==> config.mk <==
export PLATFORM = sky130hd
export DESIGN_NAME = frame_seq_ctrl
export DESIGN_NICKNAME = d
export VERILOG_FILES = /design/src/rtl/frame_seq_pkg.sv /design/src/rtl/frame_seq_wdog.sv /design/src/rtl/frame_seq_ctrl.sv
export SDC_FILE = /design/constraint.sdc
export NUM_CORES = 1
export LEC_CHECK = 0
export BUFFER_PORTS_ARGS = -buffer_cell sky130_fd_sc_hd__clkbuf_2
export CAP_MARGIN = 20
export CORE_MARGIN = 10
export CORE_UTILIZATION = 49
export CTS_CLUSTER_SIZE = 16
export DETAILED_ROUTE_END_ITERATION = 8
export PLACE_DENSITY = 0.88
export SLEW_MARGIN = 20
export SYNTH_ARGS = -nofsm -noshare
export SYNTH_HDL_FRONTEND = slang
export SYNTH_SLANG_ARGS = --single-unit
==> constraint.sdc <==
create_clock -name clk -period 2.31 [get_ports clk]
set_input_delay 0.231 -clock clk [delete_from_list [all_inputs] [get_ports clk]]
set_output_delay 0.231 -clock clk [all_outputs]
set_load 0.05 [all_outputs]
==> src/rtl/frame_seq_pkg.sv <==
// ============================================================================
// frame_seq_pkg -- shared state encoding and mode constants for frame_seq_ctrl
// Rev 1.0
// ============================================================================
`default_nettype none

package frame_seq_pkg;

  typedef enum logic [1:0] {
    ST_IDLE       = 2'd0,
    ST_WAIT_START = 2'd1,
    ST_SINGLE     = 2'd2,
    ST_BURST      = 2'd3
  } state_e;

  localparam logic MODE_SINGLE = 1'b0;
  localparam logic MODE_BURST  = 1'b1;

endpackage

`default_nettype wire

==> src/rtl/frame_seq_wdog.sv <==
// ============================================================================
// frame_seq_wdog -- cycle watchdog; expired_o flags the cycle the count hits lim_i
// Rev 1.0
// ============================================================================
`default_nettype none

module frame_seq_wdog
  import frame_seq_pkg::*;
#(
  parameter int TO_W = 16
) (
  input  logic            clk,
  input  logic            reset,
  input  logic            clear_i,
  input  logic            enable_i,
  input  logic [TO_W-1:0] lim_i,
  output logic            expired_o
);

  logic [TO_W-1:0] cnt_q, cnt_d;
  logic [TO_W:0]   cnt_inc;

  // One extra bit so a lim_i of all-ones is still reachable without wrap.
  assign cnt_inc   = {1'b0, cnt_q} + {{TO_W{1'b0}}, 1'b1};
  assign expired_o = enable_i && !clear_i && (lim_i != '0) &&
                     (cnt_inc == {1'b0, lim_i});

  always_comb begin
    cnt_d = cnt_q;
    if (clear_i) begin
      cnt_d = '0;
    end else if (enable_i) begin
      cnt_d = cnt_inc[TO_W-1:0];
    end
  end

  always_ff @(posedge clk) begin
    if (reset) begin
      cnt_q <= '0;
    end else begin
      cnt_q <= cnt_d;
    end
  end

endmodule

`default_nettype wire

==> src/rtl/frame_seq_ctrl.sv <==
// ============================================================================
// frame_seq_ctrl -- single/burst frame sequencer with abort and optional
// watchdog (enabled by defining FRAME_SEQ_TIMEOUT_EN).  Rev 1.0
// ============================================================================
`default_nettype none

module frame_seq_ctrl
  import frame_seq_pkg::*;
#(
  parameter int BURST_W = 8,
  parameter int TO_W    = 16
) (
  input  logic               clk,
  input  logic               reset,
  input  logic               frame_start,
  input  logic               mode,
  input  logic [BURST_W-1:0] burst_len,
  input  logic               frame_end,
  input  logic               abort,
  input  logic [TO_W-1:0]    timeout_lim,
  output logic               busy,
  output logic               progress,
  output logic               done,
  output logic [BURST_W-1:0] frames_done,
  output logic               timeout_err
);

  state_e             state_q, state_d;
  logic [BURST_W-1:0] len_q, len_d;
  logic [BURST_W-1:0] fd_q, fd_d;
  logic               prog_q, prog_d;
  logic               done_q, done_d;
  logic               busy_q, busy_d;

  logic               in_seq;
  logic               wd_expired;
  logic [BURST_W-1:0] fd_inc;
  logic [BURST_W-1:0] eff_len;

  assign in_seq  = (state_q == ST_SINGLE) || (state_q == ST_BURST);
  assign fd_inc  = (fd_q == '1) ? fd_q : fd_q + {{(BURST_W-1){1'b0}}, 1'b1};
  assign eff_len = (len_q == '0) ? {{(BURST_W-1){1'b0}}, 1'b1} : len_q;

`ifdef FRAME_SEQ_TIMEOUT_EN
  logic terr_q, terr_d;
  logic wd_clear;

  assign wd_clear = ((state_q == ST_WAIT_START) && frame_start) ||
                    (in_seq && frame_end);

  frame_seq_wdog #(
    .TO_W (TO_W)
  ) u_wdog (
    .clk       (clk),
    .reset     (reset),
    .clear_i   (wd_clear),
    .enable_i  (in_seq),
    .lim_i     (timeout_lim),
    .expired_o (wd_expired)
  );

  assign timeout_err = terr_q;
`else
  logic unused_timeout_lim;

  assign unused_timeout_lim = ^timeout_lim;
  assign wd_expired         = 1'b0;
  assign timeout_err        = 1'b0;
`endif

  // Priority inside a sequence: abort, then frame_end, then watchdog.
  always_comb begin
    state_d = state_q;
    len_d   = len_q;
    fd_d    = fd_q;
    prog_d  = prog_q;
    done_d  = 1'b0;
`ifdef FRAME_SEQ_TIMEOUT_EN
    terr_d  = terr_q;
`endif
    unique case (state_q)
      ST_IDLE: state_d = ST_WAIT_START;
      ST_WAIT_START: begin
        if (frame_start) begin
          state_d = (mode == MODE_BURST) ? ST_BURST : ST_SINGLE;
          len_d   = burst_len;
          fd_d    = '0;
          prog_d  = 1'b0;
`ifdef FRAME_SEQ_TIMEOUT_EN
          terr_d  = 1'b0;
`endif
        end
      end
      ST_SINGLE, ST_BURST: begin
        if (abort) begin
          state_d = ST_WAIT_START;
          prog_d  = 1'b0;
        end else if (frame_end) begin
          fd_d = fd_inc;
          if ((state_q == ST_SINGLE) || (fd_inc == eff_len)) begin
            state_d = ST_WAIT_START;
            prog_d  = 1'b1;
            done_d  = 1'b1;
          end
        end else if (wd_expired) begin
          state_d = ST_WAIT_START;
          prog_d  = 1'b0;
`ifdef FRAME_SEQ_TIMEOUT_EN
          terr_d  = 1'b1;
`endif
        end
      end
      default: state_d = ST_IDLE;
    endcase
    busy_d = (state_d == ST_SINGLE) || (state_d == ST_BURST);
  end

  always_ff @(posedge clk) begin
    if (reset) begin
      state_q <= ST_IDLE;
      len_q   <= '0;
      fd_q    <= '0;
      prog_q  <= 1'b0;
      done_q  <= 1'b0;
      busy_q  <= 1'b0;
`ifdef FRAME_SEQ_TIMEOUT_EN
      terr_q  <= 1'b0;
`endif
    end else begin
      state_q <= state_d;
      len_q   <= len_d;
      fd_q    <= fd_d;
      prog_q  <= prog_d;
      done_q  <= done_d;
      busy_q  <= busy_d;
`ifdef FRAME_SEQ_TIMEOUT_EN
      terr_q  <= terr_d;
`endif
    end
  end

  assign busy        = busy_q;
  assign progress    = prog_q;
  assign done        = done_q;
  assign frames_done = fd_q;

endmodule

`default_nettype wire

Word level (Yosys, flattened, before mapping). Cells that the tools add are included.

Word-level logic and storage cells: 49. Output and inout port bits: 12. Bits of input ports: 30. Flip-flop bits (word level): 21.

Bitwise logic cells: 2. Reduce and logical (&&, ||, !) cells: 10. Mux-type cells: 18. $add $sub $neg: 1. Equal/unequal tests: 12.

Operators by type and width (count): $mux 8 (5); $pmux 8 s2 (1); $add 8x1->8 const B (1); $eq 2x2->1 const B (4); $eq 8x8->1 (1); $eq 8x8->1 const B (1); $logic_not 8->1 (1); $mux 2 (4); $reduce_and 4->1 (2); $mux 1 (6); $ne 2x2->1 const B (3); $ne 3x3->1 const B (2); $pmux 2 s3 (1); $reduce_or 4->1 (1); $eq 2x1->1 const B (1); $logic_not 2->1 (1); $logic_or 1x1->1 (2); $not 1->1 (2); $pmux 1 s2 (1); $reduce_and 2->1 (1); $reduce_bool 2->1 (1); $reduce_or 2->1 (1).

Longest topological paths before layout. Gate-level depths: netlist of run 1.

Depth in word-level cells: 10. Mapped depth: 8. Depth with buffers taken out: 7.

Worst setup path before layout of run 1. No wires, ideal clock.

Kind: register -> register. From: register fd_q[0] (netlist: frames_done[0]). To: register busy_q (netlist: busy). Stages on the path, launching flop included: 8. Buffers on the path: 1. Setup time: 0.125 ns. Period minus slack after synthesis: 2.438 ns. Arrival: 2.313 ns. Slack: -0.128 ns. Required time: 2.185 ns. Cells stage by stage: dfxtp_1 > ha_1 > clkbuf_8 > nand3_4 > o32ai_2 > nand3_1 > or4_4 > o2bb2ai_1.

Word-level cells in the longest chain between the ends: 10. Elaborated cells between the ends (all ways): 12. Those cells by class: add/sub: 1; eq/ne: 4; mux: 5; reduce/logical: 2.

RTL lines: start, declared (line frame_seq_ctrl.sv:30) `logic [BURST_W-1:0] fd_q, fd_d;`; start signal, assigned (line frame_seq_ctrl.sv:122) `fd_q <= '0;`; start signal, assigned (line frame_seq_ctrl.sv:132) `fd_q <= fd_d;`; $add 8x1->8 or $eq 8x8->1 (tied branches) (line frame_seq_ctrl.sv:41) `assign fd_inc = (fd_q == '1) ? fd_q : fd_q + {{(BURST_W-1){1'b0}}, 1'b1};`; $mux 8 * (line frame_seq_ctrl.sv:41); $eq 8x8->1 * (line frame_seq_ctrl.sv:100) `if ((state_q == ST_SINGLE) || (fd_inc == eff_len)) begin`; $logic_or 1x1->1 * (line frame_seq_ctrl.sv:100); $mux 2 * (line frame_seq_ctrl.sv:100); $mux 2 * (line frame_seq_ctrl.sv:98) `end else if (frame_end) begin`; $mux 2 * (line frame_seq_ctrl.sv:95) `if (abort) begin`; $pmux 2 s3 * (line frame_seq_ctrl.sv:81) `unique case (state_q)`; $eq 2x2->1 (line frame_seq_ctrl.sv:115) `busy_d = (state_d == ST_SINGLE) || (state_d == ST_BURST);`; $logic_or 1x1->1 * (line frame_seq_ctrl.sv:115); end signal, assigned (line frame_seq_ctrl.sv:135) `busy_q <= busy_d;`; end, declared (line frame_seq_ctrl.sv:33) `logic busy_q, busy_d;`.

Every way passes the cells marked *; elsewhere a longest branch is shown, timed or not. A chain may end at the register's enable or synchronous reset.

Worst setup path after layout of run 1.
From: register fd_q[0] (netlist: frames_done[0]). To: register state_q[1].

Word-level cells in the longest chain between the ends: 8. Elaborated cells between the ends (all ways): 9. Those cells by class: add/sub: 1; eq/ne: 2; mux: 5; reduce/logical: 1.

RTL lines: $add 8x1->8 or $eq 8x8->1 (tied branches) (line frame_seq_ctrl.sv:41); $mux 8 * (line frame_seq_ctrl.sv:41); $eq 8x8->1 * (line frame_seq_ctrl.sv:100); $logic_or 1x1->1 * (line frame_seq_ctrl.sv:100); $mux 2 * (line frame_seq_ctrl.sv:100); $mux 2 * (line frame_seq_ctrl.sv:98); $mux 2 * (line frame_seq_ctrl.sv:95); $pmux 2 s3 * (line frame_seq_ctrl.sv:81); end signal, assigned (line frame_seq_ctrl.sv:130) `state_q <= state_d;`; end, declared (line frame_seq_ctrl.sv:28) `state_e state_q, state_d;`.

Marked as above.

==> impl_metrics.py, run 1 <==
metrics = {
    "status": {
        "status": "finished, final reports clean",
    },
    "clock_tree": {
        "cts_buffers": 3,
        "cts_sinks": 21,
        "cts_buffer_depth": 2,
        "root_buffer": "clkbuf_4",
        "cts_resized": 0,
        "post-cts-setup-buffers": 0,
        "htreeDepth": 1,
        "hold_buffers": 0,
        "cts_tree": "done",
        "clk_pin_slew_ns": 0.11,
        "clock_latency_ns": 0.31,
    },
    "global_route": {
        "grt-ovfl-total": 0,
        "grt_pass1_vias": 1198,
        "grt_max_degree": 19,
        "antenna_found_initial": 0,
        "grt_pass1_wl_mm": 5.237,
        "grt_usage_pct": 11.95,
    },
    "floorplan": {
        "floorplan.die.height_um": 70.66,
        "die_w_um": 70.66,
        "io_pins": 42,
        "core_um2": 2455,
        "rows": 18,
        "die-area_um2": 4993,
        "start_util_pct": 51.22,
    },
    "hold_path": {
        "hold_class": "in2reg",
        "hp-start": "burst_len[3]",
        "worstHoldPathCells": 3,
        "hold_path_end": "len_q[3]",
    },
    "power_and_ir_drop": {
        "total_power_uw": 664.1,
        "peakVddDrop_v": 0.0003654,
        "leakage_nw": 0.5798,
        "power_density_nw_per_um2": 466.0,
    },
    "routing": {
        "initialDrtViolationCount": 43,
        "via_per_inst": 5.890,
        "dr.pass1.iters": 4,
        "final_antenna_net_count": 0,
        "vias": 1237,
        "wl_mm": 3.041,
        "wl_per_cell_um": 14.48,
        "post-route-drc-count": 0,
    },
    "critical_path": {
        "cp.required_ns": 2.50,
        "r2r_cells": 7,
        "worst_path_largest_cell_delay_ns": 0.59,
        "r2r_end": "state_q[1]",
        "crit_family": "simple AND/OR/NAND/NOR gates",
        "crit_fanout": 9,
        "critPathSlowestCell": "or4_4",
        "critPathKind": "reg2reg",
        "cp-start-kind": "flop",
        "cp.arrival_ns": 2.31,
        "r2r_setup_slack_ns": 0.19,
        "r2r_start": "frames_done[0]",
        "critPathBufInv": 1,
        "crit_chain": "ha_2 > buf_4 > nand3_4 > o32ai_2 > nand3_1 > or4_4 > o2bb2ai_1",
        "cp-end-kind": "flop",
    },
    "yosys": {
        "synth.area.top_cells": "dfxtp_1 33%, nand2_1 6.3%, a21oi_1 5.2%, nand3_1 4.8%, a31oi_1 3.5%",
        "synth_common_cells": "21 x dfxtp_1, 21 x nand2_1, 13 x a21oi_1",
        "synth-adder-area-share_pct": 0.9950,
        "synth_top_family_by_area": "simple AND/OR/NAND/NOR gates",
        "yosys_warnings": 0,
        "synth_compound_area_share_pct": 21.39,
        "synth_top_area_cell": "dfxtp_1",
        "avgSynthCellArea_um2": 8.009,
        "syn_area_um2": 1257,
        "synth_xor_area_share_pct": 5.572,
        "seq_area_frac_synth_pct": 33.43,
        "synth_edf_count": 0,
        "synth-simple-area-share_pct": 30.15,
        "ys_types": 47,
        "synth-main-ff-cell": "dfxtp_1",
        "synth_cells": 157,
        "synth-seq-cells": 21,
        "synthArstFlopShare_pct": 0,
        "synth_fp_nets": 188,
        "synth.area.mux_share_pct": 0.7960,
        "yosysTopAreaCellShare_pct": 33.43,
    },
    "place": {
        "portBuffers": 24,
        "gp_congestion": 0.9316,
        "hpwl_mm": 2.418,
    },
    "layout": {
        "num-fill-cells": 220,
        "drive_gt1_share_pct": 29.44,
        "areaGrowthSynthToFinish_pct": 13.33,
        "utilization_pct": 58.05,
        "n_antenna_cell": 0,
        "fin_nets": 212,
    },
    "job": {
        "maxCapViolCount": 0,
    },
    "timing": {
        "fmax_mhz": 471.5,
        "fin_skew_ns": 0.005336,
        "fin_crit_sh_pct": 91.81,
        "slew_violations": 0,
        "fin_hold_ws_ns": 0.1254,
        "finalSetupTns_ns": 0,
        "period_needed_ns": 2.121,
        "hold_violations": 0,
        "report.final.setup_viol": 0,
        "rsz0062_at_grt": "false",
    },
}
cells by family after synthesis:
family / after synthesis
adder cells (fa/ha/maj): 1
AO/OA/AOI/OAI: 40
other: 1
buffers and inverters: 15
flip-flops: 21
XOR/XNOR: 8
multiplexers: 1
AND/OR/NAND/NOR: 70
how the worst max path moves through the flow:
stage                  to           start  depth (start not counted)  slack (ns)
2_1_floorplan        busy  frames_done[2]                          8        0.11
6_report       state_q[1]  frames_done[0]                          7        0.19
3_5_place_dp   state_q[1]  frames_done[0]                          7        0.12
5_1_grt        state_q[1]  frames_done[0]                          7        0.07
4_1_cts        state_q[1]  frames_done[0]                          7        0.09
3_3_place_gp         busy  frames_done[0]                          7        0.17
sequential cells by signal (all words and copies together) (netlist names):
name,count
state_q,2
len_q,8
busy,1
frames_done,8
done,1
progress,1
through the flow:
step / cells / setup slack, ns / area (µm²)
after detailed placement: 206 / 0.1153 / 1396
after floorplan: 157 / 0.1077 / 1267
after global placement: 206 / 0.1729 / 1396
final: 210 / 0.1893 / 1425
after global routing: 210 / 0.07457 / 1425
after CTS: 210 / 0.09050 / 1423
report_power, final:
group | total [mW] | internal [mW] | leakage (nW) | switching [mW]
Sequential | 0.385 | 0.374 | 0.175 | 0.0112
Combinational | 0.104 | 0.0410 | 0.390 | 0.0625
Clock | 0.176 | 0.0675 | 0.0150 | 0.108
layer usage:
| layer | up-vias | share of wire [%] | global-route usage [%] |
|---|---|---|---|
| li1 | 614 | - | - |
| met1 | 562 | 40 | 12.81 |
| met2 | 54 | 51 | 21.86 |
| met3 | 7 | 7.2 | 2.510 |
| met4 | 0 | 2.3 | 5.376 |
| met5 | - | 0 | 0 |
worst reg2reg max path: cells and delay by family, from the launching register on:
family	cells	cell delay [ns]
simple gates	3	0.80
flops	1	0.35
fa+ha+maj	1	0.26
buf+inv	1	0.16
compound gates	2	0.44
layout by cell type (no fill, tap or decap), types with 6 or more instances in the layout:
cell type	netlist	final
dfxtp_1	21	13
nand3_1	12	12
o21ai_0	6	6
clkbuf_2	0	24
buf_4	2	7
dfxtp_2	0	8
nor2_1	9	9
a21oi_1	13	13
a31oi_1	7	7
nand2_1	21	21
layout make-up:
| class | count | area [µm²] | area share [%] |
|---|---|---|---|
| Multi-Input combinational cell | 121 | 747.0 | 52.41 |
| Timing Repair Buffer | 31 | 172.7 | 12.12 |
| Inverter | 3 | 11.26 | 0.7902 |
| Tap cell | 30 | 37.54 | 2.634 |
| Clock buffer | 4 | 26.28 | 1.844 |
| Sequential cell | 21 | 430.4 | 30.20 |
(Power assumes the default switching activity.)
==> run 2: changes to the inputs <==
--- a/config.mk
+++ b/config.mk
@@ -11,7 +11,7 @@
 export CORE_UTILIZATION = 49
 export CTS_CLUSTER_SIZE = 16
 export DETAILED_ROUTE_END_ITERATION = 8
-export PLACE_DENSITY = 0.88
+export PLACE_DENSITY = 0.81
 export SLEW_MARGIN = 20
 export SYNTH_ARGS = -nofsm -noshare
 export SYNTH_HDL_FRONTEND = slang
==> run 2 against run 1 <==
- fmax shrank 4.1%
- worst setup slack lost 0.092 ns
- critical path depth is the same
- largest power group unchanged
==> impl_metrics.py, run 2 (synthesized netlist as in run 1, its figures left out) <==
metrics = {
    "timing": {
        "period_needed_ns": 2.212,
        "fin_hold_ws_ns": 0.1243,
        "hold_violations": 0,
        "rsz0062_at_grt": "false",
        "report.final.setup_viol": 0,
        "fin_skew_ns": 0.01349,
        "finalSetupTns_ns": 0,
        "postLayoutSetupSlackWorst_ns": 0.09754,
        "worst_pin_slew_ns": 0.5084,
        "slew-limit-headroom_pct": 66.00,
        "fin_crit_sh_pct": 95.78,
        "slew_violations": 0,
        "fmax_mhz": 452.0,
    },
    "layout": {
        "mostFrequentLayoutCell": "clkbuf_2",
        "final_cell_mix": "24 x clkbuf_2, 21 x nand2_1, 13 x a21oi_1, 13 x dfxtp_1, 12 x nand3_1",
        "areaGrowthSynthToFinish_pct": 12.84,
        "drive_gt1_share_pct": 29.05,
        "fin_nets": 211,
        "multi_input_area_um2": 744.5,
        "layout.area.seq_um2": 430.4,
        "num-fill-cells": 225,
        "n_antenna_cell": 0,
    },
    "clock_tree": {
        "root_buffer": "clkbuf_4",
        "cts_buffers": 3,
        "cts_tree": "done",
        "cts_resized": 0,
        "htreeDepth": 1,
        "cts_sinks": 21,
        "hold_buffers": 0,
        "cts_buffer_depth": 2,
        "clock_latency_ns": 0.31,
        "post-cts-setup-buffers": 0,
        "clk_pin_slew_ns": 0.14,
    },
    "power_and_ir_drop": {
        "peakVddDrop_v": 0.0003220,
        "power_density_nw_per_um2": 475.8,
        "leakage_nw": 0.5764,
    },
    "floorplan": {
        "die-area_um2": 4993,
        "io_pins": 42,
        "die_w_um": 70.66,
        "core_um2": 2455,
        "floorplan.die.height_um": 70.66,
        "rows": 18,
        "start_util_pct": 51.22,
    },
    "routing": {
        "post-route-drc-count": 0,
        "vias": 1255,
        "wl_mm": 3.080,
        "via_per_inst": 6.005,
        "dr.pass1.iters": 5,
        "final_antenna_net_count": 0,
        "initialDrtViolationCount": 90,
        "wl_per_cell_um": 14.74,
    },
    "critical_path": {
        "crit_fanout": 5,
        "critPathKind": "reg2reg",
        "worst_path_largest_cell_delay_ns": 0.43,
        "cp-start-kind": "flop",
        "cp-end-kind": "flop",
        "critPathSlowestCell": "or4_1",
        "cp.arrival_ns": 2.47,
        "cp.required_ns": 2.57,
        "crit_chain": "ha_1 > nand4_1 > or4_1 > a221oi_1 > a211oi_1 > or3_1 > o21bai_2",
    },
    "global_route": {
        "grt_max_degree": 19,
        "grt_pass1_wl_mm": 5.126,
        "grt-ovfl-total": 0,
        "grt_usage_pct": 11.83,
        "grt_pass1_vias": 1160,
        "antenna_found_initial": 0,
    },
    "place": {
        "pre_cts_ws_ns": 0.1383,
        "gp_congestion": 0.8877,
        "hpwl_mm": 2.390,
        "portBuffers": 24,
    },
    "status": {
        "status": "finished, final reports clean",
    },
    "job": {
        "maxCapViolCount": 0,
    },
    "hold_path": {
        "hold_class": "in2reg",
    },
}
==> run 2: worst paths after layout <==
kind / start / to / slack, ns / cells past startpoint
max reg2reg: frames_done[0] / done / 0.1 / 7
max: frames_done[0] / done / 0.1 / 7
min: burst_len[6] / len_q[6] / 0.12 / 3
min reg2reg: len_q[0] / len_q[0] / 0.47 / 2
==> run 2: layout make-up <==
class                   count  area share [%]
clock buffers               3           1.587
inverters                   3          0.7937
repair buffers             30           11.64
well taps                  30           2.646
clock inverters             1          0.5291
flip-flops and latches     21           30.34
multi-input cells         121           52.47
==> run 2: where the power goes <==
group | switching, mW | internal (mW)
Sequential | 0.0116 | 0.374
Clock | 0.122 | 0.0658
Combinational | 0.0612 | 0.0410
Total | 0.195 | 0.481
==> run 2: metal layers <==
layer | GRT usage (%) | vias up | part of all wire [%]
li1 | - | 611 | -
met1 | 13.99 | 590 | 43
met2 | 20.26 | 45 | 48
met3 | 2.929 | 9 | 7.4
met4 | 4.086 | 0 | 1.8
met5 | 0 | - | 0
==> run 2: stage by stage <==
stage          util (%)  instances  power (mW)  instance area (µm²)
6_report          57.80        209      0.6752                 1419
5_1_grt           57.80        209      0.7136                 1419
4_1_cts           57.80        209      0.6813                 1419
3_5_place_dp      56.57        205      0.4945                 1389
3_3_place_gp      56.57        205      0.4908                 1389
2_1_floorplan         -        157      0.4677                 1267
==> run 2: worst max-delay path: cells and delay by family (launching register included) <==
family	cells	cell delay [ns]
compound gates	3	0.54
flops	1	0.36
simple gates	3	0.98
fa+ha+maj	1	0.30
